<file path="src/rtl/chess_time_bank.sv">
// Per-player minutes:seconds countdown bank for a chess clock.
// Only the active player counts down; the first player to reach 0:00 freezes the bank.
module chess_time_bank #(
    parameter int NUM_PLAYERS = 2,
    parameter int MIN_W       = 8,
    parameter int INC_SEC     = 0,
    localparam int FW         = MIN_W + 6,
    localparam int AW         = (NUM_PLAYERS > 2) ? $clog2(NUM_PLAYERS) : 1
) (
    input  logic                      clk,
    input  logic                      rst_n,
    input  logic                      set_time,
    input  logic [MIN_W-1:0]          time_in,
    input  logic                      tick,
    input  logic                      start,
    input  logic                      pause,
    input  logic                      switch_player,
    output logic [NUM_PLAYERS*FW-1:0] data_out,
    output logic [AW-1:0]             active_player,
    output logic                      running,
    output logic                      timeout,
    output logic [AW-1:0]             flag_player
);

    typedef enum logic [1:0] {S_IDLE, S_RUN, S_PAUSE, S_TIMEOUT} state_t;

    state_t           r_state, w_state_next;
    logic [AW-1:0]    r_active, w_active_next, w_active_inc;
    logic [AW-1:0]    r_flag, w_flag_next;
    logic [MIN_W-1:0] r_min [NUM_PLAYERS];
    logic [5:0]       r_sec [NUM_PLAYERS];

    logic [MIN_W-1:0] w_cur_min, w_dec_min, w_base_min, w_inc_min, w_new_min;
    logic [5:0]       w_cur_sec, w_dec_sec, w_base_sec, w_inc_sec, w_new_sec;
    logic [6:0]       w_sum;
    logic             w_cur_zero, w_dec_zero, w_wr_en;

    assign w_cur_min    = r_min[r_active];
    assign w_cur_sec    = r_sec[r_active];
    assign w_cur_zero   = (w_cur_min == '0) && (w_cur_sec == '0);
    assign w_active_inc = (r_active == AW'(NUM_PLAYERS - 1)) ? '0 : r_active + 1'b1;

    always_comb begin
        w_dec_min = w_cur_min;
        w_dec_sec = w_cur_sec;
        if (w_cur_sec != '0) begin
            w_dec_sec = w_cur_sec - 6'd1;
        end else if (w_cur_min != '0) begin
            w_dec_min = w_cur_min - MIN_W'(1);
            w_dec_sec = 6'd59;
        end
    end

    assign w_dec_zero = (w_dec_min == '0) && (w_dec_sec == '0);

    // The increment applies on top of a same-cycle decrement.
    assign w_base_min = tick ? w_dec_min : w_cur_min;
    assign w_base_sec = tick ? w_dec_sec : w_cur_sec;
    assign w_sum      = {1'b0, w_base_sec} + 7'(INC_SEC);

    always_comb begin
        w_inc_min = w_base_min;
        w_inc_sec = w_sum[5:0];
        if (w_sum >= 7'd60) begin
            if (&w_base_min) begin
                w_inc_sec = 6'd59;
            end else begin
                w_inc_min = w_base_min + MIN_W'(1);
                w_inc_sec = 6'(w_sum - 7'd60);
            end
        end
    end

    always_comb begin
        w_state_next  = r_state;
        w_active_next = r_active;
        w_flag_next   = r_flag;
        w_wr_en       = 1'b0;
        w_new_min     = w_cur_min;
        w_new_sec     = w_cur_sec;
        if (set_time) begin
            w_state_next  = S_IDLE;
            w_active_next = '0;
            w_flag_next   = '0;
        end else begin
            case (r_state)
                S_IDLE: begin
                    if (switch_player) w_active_next = w_active_inc;
                    if (start && !w_cur_zero) w_state_next = S_RUN;
                end
                S_RUN: begin
                    if (tick && w_dec_zero) begin
                        w_wr_en      = 1'b1;
                        w_new_min    = w_dec_min;
                        w_new_sec    = w_dec_sec;
                        w_state_next = S_TIMEOUT;
                        w_flag_next  = r_active;
                    end else begin
                        if (switch_player) begin
                            w_wr_en       = 1'b1;
                            w_new_min     = w_inc_min;
                            w_new_sec     = w_inc_sec;
                            w_active_next = w_active_inc;
                        end else if (tick) begin
                            w_wr_en   = 1'b1;
                            w_new_min = w_dec_min;
                            w_new_sec = w_dec_sec;
                        end
                        if (pause) w_state_next = S_PAUSE;
                    end
                end
                S_PAUSE: begin
                    if (start && !pause) w_state_next = S_RUN;
                end
                default: ;
            endcase
        end
    end

    always_ff @(posedge clk or negedge rst_n) begin
        if (!rst_n) begin
            r_state  <= S_IDLE;
            r_active <= '0;
            r_flag   <= '0;
        end else begin
            r_state  <= w_state_next;
            r_active <= w_active_next;
            r_flag   <= w_flag_next;
        end
    end

    always_ff @(posedge clk or negedge rst_n) begin
        if (!rst_n) begin
            for (int p = 0; p < NUM_PLAYERS; p++) begin
                r_min[p] <= '0;
                r_sec[p] <= '0;
            end
        end else if (set_time) begin
            for (int p = 0; p < NUM_PLAYERS; p++) begin
                r_min[p] <= time_in;
                r_sec[p] <= '0;
            end
        end else if (w_wr_en) begin
            r_min[r_active] <= w_new_min;
            r_sec[r_active] <= w_new_sec;
        end
    end

    genvar gi;
    generate
        for (gi = 0; gi < NUM_PLAYERS; gi++) begin : g_pack
            assign data_out[gi*FW +: FW] = {r_min[gi], r_sec[gi]};
        end
    endgenerate

    assign active_player = r_active;
    assign flag_player   = r_flag;
    assign running       = (r_state == S_RUN);
    assign timeout       = (r_state == S_TIMEOUT);

endmodule
</file>
<file path="config.mk">
export PLATFORM = sky130hd
export DESIGN_NAME = chess_time_bank
export DESIGN_NICKNAME = d
export VERILOG_FILES = /design/src/rtl/chess_time_bank.sv
export SDC_FILE = /design/constraint.sdc
export NUM_CORES = 1
export LEC_CHECK = 0
export ABC_CLOCK_PERIOD_IN_PS = 5500
export BUFFER_PORTS_ARGS = -buffer_cell sky130_fd_sc_hd__buf_2
export CELL_PAD_IN_SITES_DETAIL_PLACEMENT = 1
export CELL_PAD_IN_SITES_GLOBAL_PLACEMENT = 1
export CORE_ASPECT_RATIO = 1.4
export CORE_MARGIN = 2
export CORE_UTILIZATION = 42
export DETAILED_ROUTE_END_ITERATION = 16
export PLACE_DENSITY = 0.85
export SLEW_MARGIN = 20
export SYNTH_ARGS = -nofsm -noshare
export SYNTH_HDL_FRONTEND = slang
export SYNTH_SLANG_ARGS = --single-unit
export TNS_END_PERCENT = 30
</file>
<file path="constraint.sdc">
create_clock -name clk -period 5.5 [get_ports clk]
set_input_delay 0.825 -clock clk [delete_from_list [all_inputs] [get_ports clk]]
set_output_delay 0.825 -clock clk [all_outputs]
set_load 0.01 [all_outputs]
</file>
==> out/metrics.cfg <==
[synthesis]
synthFlopType = dfrtp_1
synth_edf_count = 0
ys_seq_area_frac = 0.277
yosysTopAreaCell = dfrtp_1
synth-simple-area-share = 0.293
synth_async_sr_flop_share = 1.00
synth_adder_area_share = 0.0216
syn_inst = 359
netlist.area_leader.share = 0.277
synth_area_leaders = dfrtp_1 (28%), mux2i_1 (5.9%), a21oi_1 (4.5%)
syn_avg_cell_area_sq_um = 8.05
synth_cell_types = 65
syn_area_sq_um = 2890
synth_compound_area_frac = 0.256
synth_top_family_by_area = simple AND/OR/NAND/NOR gates
yosysWarnings = 0
synth_mux_area_frac = 0.0861
synth_seq_cells = 32
synth_xor_area_frac = 0.0242
synth.net_count = 379

[power]
seqPwrFrac = 0.339
p_leak_nw = 1.27
p_per_area_nw_per_um2 = 269
swShare = 0.431
p_comb_frac = 0.430
power_mw = 0.878
p_clk_frac = 0.230
power_switching_mw = 0.378
p_int_mw = 0.500
ir_drop_v = 0.000147

[cts]
clock_latency_ns = 0.30
post-cts-setup-buffer-count = 0
hold_buffers = 0
clockBufferDepth = 2
clk_pin_slew_worst_paths_ns = 0.08
cts_tree = built
post_cts_resized = 0
root_buffer = clkbuf_8
numCtsBuffers = 5
clkSinkCount = 32
htree_levels = 2

[routing]
vias = 3164
wirelength_um = 10900
drcViolationCount = 0
detail_route.wl_per_cell_um = 22.3
via_per_inst = 6.50
ant_nets = 0
drtPass1Iterations = 4
drt_iter0_drc = 166

[floorplan]
die_area_sq_um = 7570
die_w_um = 74.1
die_h_um = 102
coreArea_sq_um = 6610
io_pins = 47
row_count = 35
start_util = 0.437

[placement]
globalplace.congestion = 0.899
place_ws_ns = 0.660
io_buffers = 46
dp_cells = 479
hpwl_um = 8230

[timing]
hold_viol = 0
fmax_ghz = 0.200
fin_tns_setup_ns = 0
fin_worst_skew_ns = 0.0123
fin_crit_ns = 5.00
setup_violations = 0
fin_crit_sh = 0.909
hold_ws_ns = 0.521
grt_setup_unrepaired = false
max_slew_margin = 0.280
worst_slack_ns = 0.500
tightest_slew_ns = 1.08
slew_violations = 0

[layout]
syn_to_final_growth_pct = 12.8
nNetsFinal = 414
stdcell_count = 487
mostFrequentLayoutCell = buf_2
diodes = 0
final_cell_mix = buf_2 (46), nor2_1 (34), dfrtp_1 (32)
drive_above_1_share = 0.187

[critical_path]
crit_family = compound AO/OA/AOI/OAI gates
path_buf_inv = 1
critPathKind = reg2reg
r2r-start = active_player
end_kind = register
startpoint = active_player
ff2ff_setup_slack_ns = 0.50
path_depth = 13
cp_cell_sequence = mux2i_1 -> ha_1 -> inv_1 -> a211oi_1 -> nor2_1 -> a21oi_1 -> ha_1 -> nand2_1 -> or3b_1 -> a21oi_2 -> nor3b_1 -> nand4_1 -> a31oi_1
crit_required_ns = 5.72
crit_top_cell = ha_1
slowest_delay_ns = 0.85
startpoint_type = register
r2r_cells = 13
worstPathArrival_ns = 5.22
r2r-end = data_out[24]
path_max_fanout = 22
crit_end = data_out[24]
critPathSlowestCell = dfrtp_1

[global_route]
grt_max_degree = 47
grt_pass1_vias = 3286
grt_usage = 0.304
grt-ovfl-total = 0
grt_antenna_before_repair = 0
grt_pass1_wl_um = 17500

[worst_hold_path]
holdPathStages = 2
hold_class = reg2reg

[status]
status = completed

[flow_run]
maxCapViolCount = 0

[cells by family after synthesis]
kind of cell	count (synthesis)
AO/OA/AOI/OAI	107
adder cells (fa/ha/maj)	5
flip-flops	32
buffers and inverters	29
XOR/XNOR	8
multiplexers	24
AND/OR/NAND/NOR	154
[through the flow]
step	util	cell area, sq um
after global placement	0.479	3170
after global routing	0.493	3260
after floorplan	-	2890
final	0.493	3260
after detailed placement	0.479	3170
after CTS	0.493	3260
[power groups by stage]
stage	combinational [mW]	clock, mW	sequential [mW]
detailed placement	0.370	0	0.301
global route	0.412	0.214	0.302
CTS	0.373	0.204	0.297
finish	0.378	0.202	0.298
global placement	0.362	0	0.300
floorplan	0.259	0	0.293
[worst min path at each step]
stage	from	end
floorplan	rst_n	active_player
global placement	flag_player	flag_player
detailed placement	flag_player	flag_player
CTS	flag_player	flag_player
global route	flag_player	flag_player
finish	flag_player	flag_player
[sequential cells by signal (all words and copies together), names as in the netlist]
signal	cells
active_player	1
data_out	28
r_state	2
flag_player	1
[final cells by class]
class	instances	area [sq um]
tap	92	115
multi-input combinational	298	1970
fill	816	3350
inverter	8	30.0
clock inverter	1	7.51
clock buffer	7	86.3
timing repair buffer	49	253
sequential	32	801
[tightest hold or removal path, delay by kind of cell (launching register included)]
family	cells	cell delay, ns
DFF	1	0.38
and+or+nand+nor	1	0.06
AOI/OAI and AO/OA	1	0.05
[cell usage after synthesis, types with 8 or more instances]
cell type   n
nor2_1     34
dfrtp_1    32
nand2_1    30
a21oi_1    26
clkbuf_1   17
mux2i_1    17
nor3_1     15
o31ai_1    15
o21ai_0    11
nand3b_1   10
nand2b_1    9
inv_1       8
[per-layer routing]
layer	track usage	vias to the layer above	routed length, um	share of wire
met5	0	-	0	0
met4	0.166	0	507	0.047
met3	0.0414	36	437	0.040
met2	0.535	110	5700	0.52
met1	0.347	1570	4220	0.39
li1	-	1448	-	-
Power figures use the tool's default switching activity.
